## config.mk

```make
export PLATFORM = sky130hd
export DESIGN_NAME = boot_rom_loader
export DESIGN_NICKNAME = d
export VERILOG_FILES = /design/src/rtl/boot_rom_loader.sv
export SDC_FILE = /design/constraint.sdc
export NUM_CORES = 1
export LEC_CHECK = 0
export ABC_CLOCK_PERIOD_IN_PS = 2930
export CAP_MARGIN = 0
export CORE_MARGIN = 4
export CORE_UTILIZATION = 35
export CTS_BUF_LIST = sky130_fd_sc_hd__clkbuf_4
export CTS_CLUSTER_DIAMETER = 50
export DETAILED_ROUTE_END_ITERATION = 10
export MAX_ROUTING_LAYER = met4
export PLACE_DENSITY = 0.72
export RECOVER_POWER = 50
export SLEW_MARGIN = 20
export SYNTH_ARGS = -nofsm -noshare
export SYNTH_HDL_FRONTEND = slang
export SYNTH_SLANG_ARGS = --single-unit
```

## constraint.sdc

```tcl
create_clock -name CLK -period 2.93 [get_ports CLK]
set_input_delay 0.293 -clock CLK [delete_from_list [all_inputs] [get_ports CLK]]
set_output_delay 0.293 -clock CLK [all_outputs]
set_load 0.05 [all_outputs]
```

## src/rtl/boot_rom_loader.sv

```systemverilog
// boot_rom_loader
// Copies COUNT consecutive 32-bit words from the boot ROM (starting at word
// SRC_BASE) into instruction RAM (starting at byte address DST_BASE) after a
// single-cycle START pulse. It reports completion with DONE and a wrapping
// 32-bit CHECKSUM of the copied words.
//
// Ports
//   CLK, RST         clock, synchronous active-high reset
//   START            copy request, only honoured in IDLE
//   BUSY, DONE       copy in progress / one-cycle completion pulse
//   CHECKSUM         wrapping sum of copied words, held until next START
//   ROM_CSN, ROM_A   ROM read port (active-low select, word address)
//   ROM_Q            ROM data for the address captured at the last selected edge
//   RAM_REQ/GNT      write handshake, accepted when both are high on an edge
//   RAM_WE, RAM_BE   write enable / byte enables, active only with RAM_REQ
//   RAM_ADDR/WDATA   write byte address / data, zero when RAM_REQ is low
module boot_rom_loader #(
  parameter int          COUNT    = 548,
  parameter int          SRC_BASE = 0,
  parameter logic [31:0] DST_BASE = 32'h0000_0000
) (
  input  logic        CLK,
  input  logic        RST,
  input  logic        START,
  output logic        BUSY,
  output logic        DONE,
  output logic [31:0] CHECKSUM,
  output logic        ROM_CSN,
  output logic [9:0]  ROM_A,
  input  logic [31:0] ROM_Q,
  output logic        RAM_REQ,
  input  logic        RAM_GNT,
  output logic        RAM_WE,
  output logic [31:0] RAM_ADDR,
  output logic [31:0] RAM_WDATA,
  output logic [3:0]  RAM_BE
);

  typedef enum logic [1:0] {
    IDLE  = 2'd0,
    FETCH = 2'd1,
    WRITE = 2'd2,
    FIN   = 2'd3
  } state_t;

  // 11 bits so that COUNT=1024 is representable in the end-of-copy compare.
  localparam logic [10:0] COUNT_L = 11'(COUNT);
  localparam logic [9:0]  SRC_L   = 10'(SRC_BASE);

  state_t      state_q, state_d;
  logic [9:0]  idx_q, idx_d;
  logic [31:0] checksum_q, checksum_d;
  logic [10:0] idx_inc;
  logic        more_words;

  // Modulo-2^32 accumulate; the carry out is deliberately discarded.
  function automatic logic [31:0] wrap_add(input logic [31:0] a, input logic [31:0] b);
    logic [32:0] sum;
    sum = {1'b0, a} + {1'b0, b};
    return sum[31:0];
  endfunction

  assign idx_inc    = {1'b0, idx_q} + 11'd1;
  assign more_words = (idx_inc < COUNT_L);

  always_comb begin
    state_d    = state_q;
    idx_d      = idx_q;
    checksum_d = checksum_q;
    BUSY       = 1'b0;
    DONE       = 1'b0;
    ROM_CSN    = 1'b1;
    ROM_A      = 10'd0;
    RAM_REQ    = 1'b0;
    RAM_ADDR   = 32'd0;
    RAM_WDATA  = 32'd0;

    case (state_q)
      IDLE: begin
        if (START) begin
          idx_d      = 10'd0;
          checksum_d = 32'd0;
          state_d    = FETCH;
        end
      end
      FETCH: begin
        BUSY    = 1'b1;
        ROM_CSN = 1'b0;
        ROM_A   = SRC_L;
        state_d = WRITE;
      end
      WRITE: begin
        BUSY      = 1'b1;
        RAM_REQ   = 1'b1;
        RAM_ADDR  = DST_BASE + {20'd0, idx_q, 2'b00};
        // ROM_Q is stable while stalled because ROM_CSN stays high until the grant.
        RAM_WDATA = ROM_Q;
        if (RAM_GNT) begin
          checksum_d = wrap_add(checksum_q, ROM_Q);
          idx_d      = idx_inc[9:0];
          if (more_words) begin
            // Prefetch the next word on the same edge the current one is accepted.
            ROM_CSN = 1'b0;
            ROM_A   = SRC_L + idx_q + 10'd1;
          end else begin
            state_d = FIN;
          end
        end
      end
      FIN: begin
        DONE    = 1'b1;
        state_d = IDLE;
      end
      default: state_d = IDLE;
    endcase

    // Reset silences the bus in the very cycle it is asserted, so an
    // in-flight request is dropped rather than completed.
    if (RST) begin
      BUSY      = 1'b0;
      DONE      = 1'b0;
      ROM_CSN   = 1'b1;
      ROM_A     = 10'd0;
      RAM_REQ   = 1'b0;
      RAM_ADDR  = 32'd0;
      RAM_WDATA = 32'd0;
    end
  end

  assign RAM_WE   = RAM_REQ;
  assign RAM_BE   = RAM_REQ ? 4'hF : 4'h0;
  assign CHECKSUM = RST ? 32'd0 : checksum_q;

  always_ff @(posedge CLK) begin
    if (RST) begin
      state_q    <= IDLE;
      idx_q      <= 10'd0;
      checksum_q <= 32'd0;
    end else begin
      state_q    <= state_d;
      idx_q      <= idx_d;
      checksum_q <= checksum_d;
    end
  end

endmodule
```

# After elaboration in Yosys (flattened, before gate mapping)
# Cells that the tools add are included.
dict set report word_totals {
  reg_bits 44
  inputBits 36
  out_inout_bits 115
}
dict set report classes {
  addsub 3
  n_lt_le_gt_ge 1
  eq_ne 6
  muxes 30
  reduce_logical 5
}
# op count
set ops {}
lappend ops {{32-bit 2-to-1 mux} 6}
lappend ops {{32-bit case mux with 2 select lines} 1}
lappend ops {{10-bit 2-to-1 mux} 6}
lappend ops {{32-bit adder} 1}
lappend ops {{10-bit case mux with 2 select lines} 1}
lappend ops {{12-bit 2-to-1 mux} 1}
lappend ops {{10-bit by 1-bit adder with 11-bit output, second input constant} 1}
lappend ops {{11-bit by 10-bit < comparator with 1-bit output, second input constant} 1}
lappend ops {{10-bit by 1-bit adder with 10-bit output, second input constant} 1}
lappend ops {{1-bit 2-to-1 mux} 9}
lappend ops {{2-bit case mux with 4 select lines} 1}
lappend ops {{2-bit 2-to-1 mux} 3}
lappend ops {{2-bit inequality test, second input constant} 3}
lappend ops {{3-bit AND reduction} 2}
lappend ops {{2-bit equality test, second input constant} 2}
lappend ops {{4-bit 2-to-1 mux} 1}
lappend ops {{2-bit by 1-bit equality test with 1-bit output, second input constant} 1}
lappend ops {{2-bit logical NOT} 1}
lappend ops {{1-bit case mux with 2 select lines} 1}
lappend ops {{2-bit nonzero test} 1}
lappend ops {{2-bit OR reduction} 1}

# Longest topological paths before layout
dict set report logic_depth {
  word_depth 6
  depth_mapped 10
  mapped_depth_nobuf 10
}

# Least setup slack after synthesis
# OpenSTA, ideal clock, no wires.
dict set report synth_path {
  path_kind {register to output}
  from {reg idx_q[0]}
  to {out ROM_CSN}
  arrival_ns 2.751
  setup_slack_ns -0.114
  stages_incl_launch_ff 9
  n_path_buf 0
  path_cell_list {dfxtp_1 -> ha_1 -> nand2_1 -> a21oi_1 -> or4_1 -> a31oi_1 -> a31oi_1 -> nand3_1 -> a21boi_0}
}
dict set report synth_via {
  elab_chain_cells 6
}
# element line
set synth_lines {}
lappend synth_lines {{from (decl)} 51} ;# logic [9:0] idx_q, idx_d;
lappend synth_lines {{from (signal assigned)} 141} ;# idx_q <= idx_d;
lappend synth_lines {{10-bit by 1-bit adder with 11-bit output} 63} ;# assign idx_inc = {1'b0, idx_q} + 11'd1;
lappend synth_lines {{11-bit by 10-bit < comparator with 1-bit output} 64} ;# assign more_words = (idx_inc < COUNT_L);
lappend synth_lines {{1-bit 2-to-1 mux} 101} ;# if (more_words) begin
lappend synth_lines {{1-bit 2-to-1 mux} 98} ;# if (RAM_GNT) begin
lappend synth_lines {{1-bit case mux with 2 select lines} 78} ;# case (state_q)
lappend synth_lines {{1-bit 2-to-1 mux} 119} ;# if (RST) begin
lappend synth_lines {{to (decl)} 28} ;# output logic ROM_CSN,
# Every way passes these cells.

# Worst setup path after layout
# Ends and elaborated chain as after synthesis.

==> key figures <==
Outcome
  – Status: complete, no violations

Timing
  – Clock skew: roughly 7.1 ps
  – # setup viols final: 0
  – Fmax: ~0.36 GHz
  – Rel. slew slack: approximately a third
  – RSZ-0062 raised after global routing: no
  – Max Slew Vio Count: 0
  – Sum Neg Setup Slack: 0 ps
  – Final Cycle Share: 95.5%
  – Worst slew pin tran: between 900 and 1000 ps
  – Tmin final: about 2800 ps
  – Final Hold Fails: 0

Drt
  – Pre-Repair DR Iteration Count: 6
  – Vias: ~4400
  – Post-DRT Antenna Nets: 0
  – Wire length per cell: 14.9 um
  – DRC viols: 0
  – Vias/cell: around 5.3
  – Initial drt markers: about 190
  – Final wirelength: approximately 12000 um

Placed design
  – HPWL after DPL: roughly 9600 um
  – GP Congestion: 0.938
  – I/O Buffers: roughly 130

Floorplanning
  – Die height: 119 um
  – Initial Util: 35.8%
  – Die area: approximately 14000 sq um
  – Core ar.: around 12000 sq um
  – # rows: 40
  – Die W: approximately 120 um
  – IO Count: around 150

Critical path
  – Reg2Reg Setup Slack: 240 ps
  – Most common cell type on the critical path: a31oi_1
  – Buf+Inv Stages, Crit Path: 1
  – Cell count of the worst reg-to-reg path: 10
  – Ordered list of cells on the worst path: ha_4 -> nand2_1 -> a21oi_1 -> or4_1 -> a31oi_1 -> a31oi_1 -> nand3_1 -> a21boi_2 -> buf_12
  – Critical Path Source Type: register
  – Critical Path Sink: ROM_CSN
  – Crit Path Max Fanout: 8
  – Critical path depth: 9
  – Slowest CP cell: or4_1
  – Crit path from: idx_q[0]
  – R2r startpoint: checksum_q[0]
  – Crit-path leading delay family: simple AND/OR/NAND/NOR gates
  – FF-to-FF End: checksum_q[26]
  – Arrival time worst endpoint: about 2500 ps
  – Req. time, crit path: approximately 2600 ps
  – Nature of the critical path endpoint: output pin
  – Max incr delay on CP: ~550 ps
  – Crit path kind: register to output pin

Clock tree
  – CTS H-Tree Depth: 2
  – Number of CTS-inserted buffers: 5
  – Worst-skew pair later-pin latency: 360 ps
  – Post-cts hold buffer count: 0
  – Reg clk slew, reported paths: approximately 130 ps
  – CTS tree: yes
  – Clk sinks: between 40 and 50
  – Clock Tree Root: clkbuf_4
  – Clock Path Buffers: 2

Run
  – Max-cap violations: 0

Yosys
  – Synth Warn #: 0
  – EDFF count, synth: 0
  – Netlist cell types: between 60 and 70
  – Post-synth top area share: 20.5%
  – Area leader, netlist: dfxtp_1
  – FF+latch count, synth: 44
  – FFs w/ async S/R, synth: 0%
  – Mapped Area: 4300 sq um
  – Synth cell count leaders: nor2_1 (50), and2_1 (47), dfxtp_1 (44)
  – Gate Count Post-Synth: 549
  – Synth area leaders: dfxtp_1 (20%), ha_1 (11%), and2_1 (6.8%), a22o_1 (5.3%), nor2b_1 (5.2%)
  – Top-count cell post-synth: nor2_1
  – Post-synthesis sequential area ratio: around 20%
  – Syn_area_per_cell: a little under 8 sq um
  – Top_reg_cell synth: dfxtp_1

Worst hold path
  – Hold/Removal Path Class: input port to register

Power and ir drop
  – Pwr Total: ~2400 uW
  – Leakage power: between 0.002 and 0.003 uW
  – Peak VDD IR: ~220 uV
  – Pwr Density: 382 nW/um^2

Final layout
  – FF+latch area: approximately 890 sq um
  – Nets: 751
  – Filler cells: between 1000 and 1500
  – Area of the multi-input gates: about 3200 sq um
  – Layout cell share with drive strength beyond 1: 18.0%
  – Area Growth Syn to Fin: 44.8%
  – # diodes: 0

Global routing
  – Pin count of the biggest net entering global routing: 52
  – Vias in the first global route: roughly 4300
  – GRT overflow: 0
  – First-pass GRT wire length: roughly 20000 um
  – Initial antenna violation count: 0
  – GRT Overall Usage: approximately 17%
[flip-flops by register name, summed over array words and instances (netlist names)]
signal / count
state_q: 2
idx_q: 10
checksum_q: 32
[worst min-delay path, cell delays in order]
cell     delay, ps
buf_2          110
buf_12         240
a21oi_1         60
[layer usage]
layer / global-route usage [%] / routed length [um] / up-vias
met4: 3.98 / 140 / 0
met5: - / 0 / -
met3: 3.09 / 670 / 15
met1: 22.9 / 5750 / 2022
met2: 27.5 / 5700 / 154
li1: - / - / 2176
[layout by cell type, fill, tap and decap left out, types with 6 or more instances in the layout]
cell type,count
ha_1,36
o21ai_0,22
nand2b_1,6
and2_1,41
a21oi_1,29
or3_1,6
buf_12,42
xnor2_1,22
a21o_1,22
inv_1,10
a31oi_1,9
nand3_1,12
xor2_1,11
nor2b_1,36
dlygate4sd3_1,33
clkdlybuf4s50_1,35
and2_0,7
dfxtp_1,38
a211oi_1,9
nor2_2,11
buf_4,40
conb_1,22
nor2_1,39
a22o_1,26
nand2_1,20
[cells by family (layout without fill, tap and decap cells)]
logic type,after synthesis,count (layout),share of synthesized area [%]
compound gates,159,159,26.6
xor+xnor,33,33,6.72
fa+ha+maj,38,38,11.2
buf+inv,68,176,8.35
flops,44,44,20.5
mux,2,2,0.494
other cells,1,22,0.0872
simple gates,204,204,26.1
[cell type report]
cell class / instances / area share [%]
clock buffer: 5 / 0.602
multi-input combinational: 458 / 51.0
clock inverter: 3 / 0.602
sequential: 44 / 14.3
timing repair buffer: 158 / 29.9
tap: 147 / 2.95
inverter: 10 / 0.602
[metrics by stage]
step / utilization, % / cells / setup WS, ps / area, sq um / hold slack (ps)
CTS: 51.7 / 825 / 41.1 / 6210 / 368
finish: 51.9 / 825 / 131 / 6230 / 385
global placement: 51.0 / 817 / -151 / 6130 / 532
global route: 51.9 / 825 / 5.42 / 6230 / 367
detailed placement: 51.0 / 817 / -169 / 6130 / 552
floorplan: - / 570 / 249 / 4380 / 504
[power by group]
part	internal (uW)	total [uW]	switching, uW	leakage, uW
combinational	477	1330	857	0.00244
clock	175	388	213	0.0000403
sequential	635	661	26.1	0.000359
total	1290	2380	1100	0.00283
[what timing repair did]
action | 4_1_cts | 5_1_grt
gates resized for setup | 4 | 18
buffers inserted | 0 | 0
endpoints found under the setup margin | 11 | 11
[worst min-delay path by stage]
stage | startpoint | end | slack, ps | cells past startpoint
final | RST | idx_q[4] | 390 | 3
after global placement | idx_q[6] | idx_q[6] | 530 | 2
after detailed placement | idx_q[6] | idx_q[6] | 550 | 2
after global routing | RST | idx_q[5] | 370 | 3
after floorplan | idx_q[6] | idx_q[6] | 500 | 2
after CTS | RST | idx_q[5] | 370 | 3
Note: power is estimated with default switching activity, not from simulation.
==> edit: new RTL, same settings <==
Reset style: asynchronous (`RST`), changed in one clocked block. Comments in the files are not updated.
--- a/src/rtl/boot_rom_loader.sv
+++ b/src/rtl/boot_rom_loader.sv
@@ -131,7 +131,7 @@
   assign RAM_BE   = RAM_REQ ? 4'hF : 4'h0;
   assign CHECKSUM = RST ? 32'd0 : checksum_q;
 
-  always_ff @(posedge CLK) begin
+  always_ff @(posedge CLK or posedge RST) begin
     if (RST) begin
       state_q    <= IDLE;
       idx_q      <= 10'd0;
Formal check against the unedited RTL: same outputs for any inputs over 10 cycles, from zero or initial values and one cycle with RST high; that may be too few to reach the edited logic, so the function may still have changed.
==> edit against the unedited design <==
The flow now finishes with violations (negative setup slack). Register-to-register slack worse by 0.20 ns. Setup slack got worse by 0.24 ns. Global-route usage rose by 1.6 points. Cell area up 9.9%. Routed wire length rose by 6.5%. Non-clock buffer count grew 30. Synthesized area increased by 0.61%. Sequential cell count unchanged. Die area is 0.56% higher. Critical path type unchanged.
Power is not compared: it rests on default switching activity, and its combinational part moved more than twofold at a synthesized area within 25%.
==> edit: results (changes against the unedited design) <==
placed_design:
  place_inst: 850  # +4.0%
  gp_congestion: 0.863  # -8.0%
worst_hold_path:
  hp-class: "primary input to asynchronous set/reset pin"
setup_path:
  cp.arrival_ns: 2.74  # +0.23 ns
  crit_end: "ROM_A[8]"
  r2r-end: "checksum_q[17]"
  r2r_start: "state_q[0]"
  cp_slowest_cell: "dfrtp_1"
  r2r.worst_path.cells: 7  # -3
  startpoint: "idx_q[1]"
cells_and_area:
  fillers: 1059  # -2.3%
  layout-drive-gt1-share_pct: 24.6  # +6.6 points
timing:
  finalSetupViolations: 11  # +11
  worst_slack_ns: -0.105  # -0.236 ns
synthesis:
  async_flop_share_pct: 100  # +100 points
  synthTopCellsByCount: "53 x nand2_1, 47 x and3_1, 44 x dfrtp_1"
  syn_area_per_cell_um2: 7.94  # +1.3%
  ys_seq_area_share_pct: 25.4  # +5.0 points
outcome:
  status: "finished, violations left"
  violations: "negative setup slack"
cts:
  clk_pin_slew_ns: 0.15  # +0.02 ns
  post_cts_resized: 40  # +36
global_routing:
  grt_max_degree: 47  # -9.6%
routing:
  via_per_inst: 5.08  # -4.1%
  drt_first_pass_iters: 4  # -2
-- edit: worst register-to-register path: stages (launching register included) --
cell and delay [ns]:
dfrtp_1 0.45, inv_1 0.12, ha_1 0.25, mux2i_1 0.27, or2_0 0.52, clkbuf_1 0.59
nor2_1 0.27, a32o_1 0.30
-- edit: cell families (layout without fill, tap and decap cells) --
family	after synthesis	count (layout)	share of synthesized area, %
and+or+nand+nor	211	211	25.8
AOI/OAI and AO/OA	143	143	21.3
buffers and inverters	73	209	9.02
DFF	44	44	25.4
adders and majority gates	38	38	11.2
xor gates and xnor gates	32	32	6.47
muxes	3	3	0.723
other	1	22	0.0866
-- edit: layer usage --
layer  vias to the layer above  part of all wire, %  track usage (%)
met5                         -                    0                -
met4                         0                 0.69             3.98
met3                         7                  4.3             2.28
met2                       120                   51             33.2
met1                      2093                   44             23.4
li1                       2196                    -                -
-- edit: metrics by stage --
step / TNS (ns) / utilization (%) / hold WS, ns / worst slack [ns]
2_1_floorplan: -0.335 / - / 0.467 / -0.0400
3_3_place_gp: -1.04 / 54.0 / 0.492 / -0.184
3_5_place_dp: -1.32 / 54.0 / 0.499 / -0.227
4_1_cts: -1.07 / 56.2 / 0.183 / -0.132
5_1_grt: -3.29 / 56.8 / 0.276 / -0.260
6_report: -0.691 / 56.8 / 0.251 / -0.105
-- edit: area by class of cell --
class	instances	area [um2]	share of cell area, %
repair buffers	188	2320	33.8
multi-input cells	449	3110	45.4
inverters	13	48.8	0.712
clock inverters	3	18.8	0.274
clock buffers	5	37.5	0.548
flip-flops and latches	44	1100	16.1
well taps	168	210	3.07
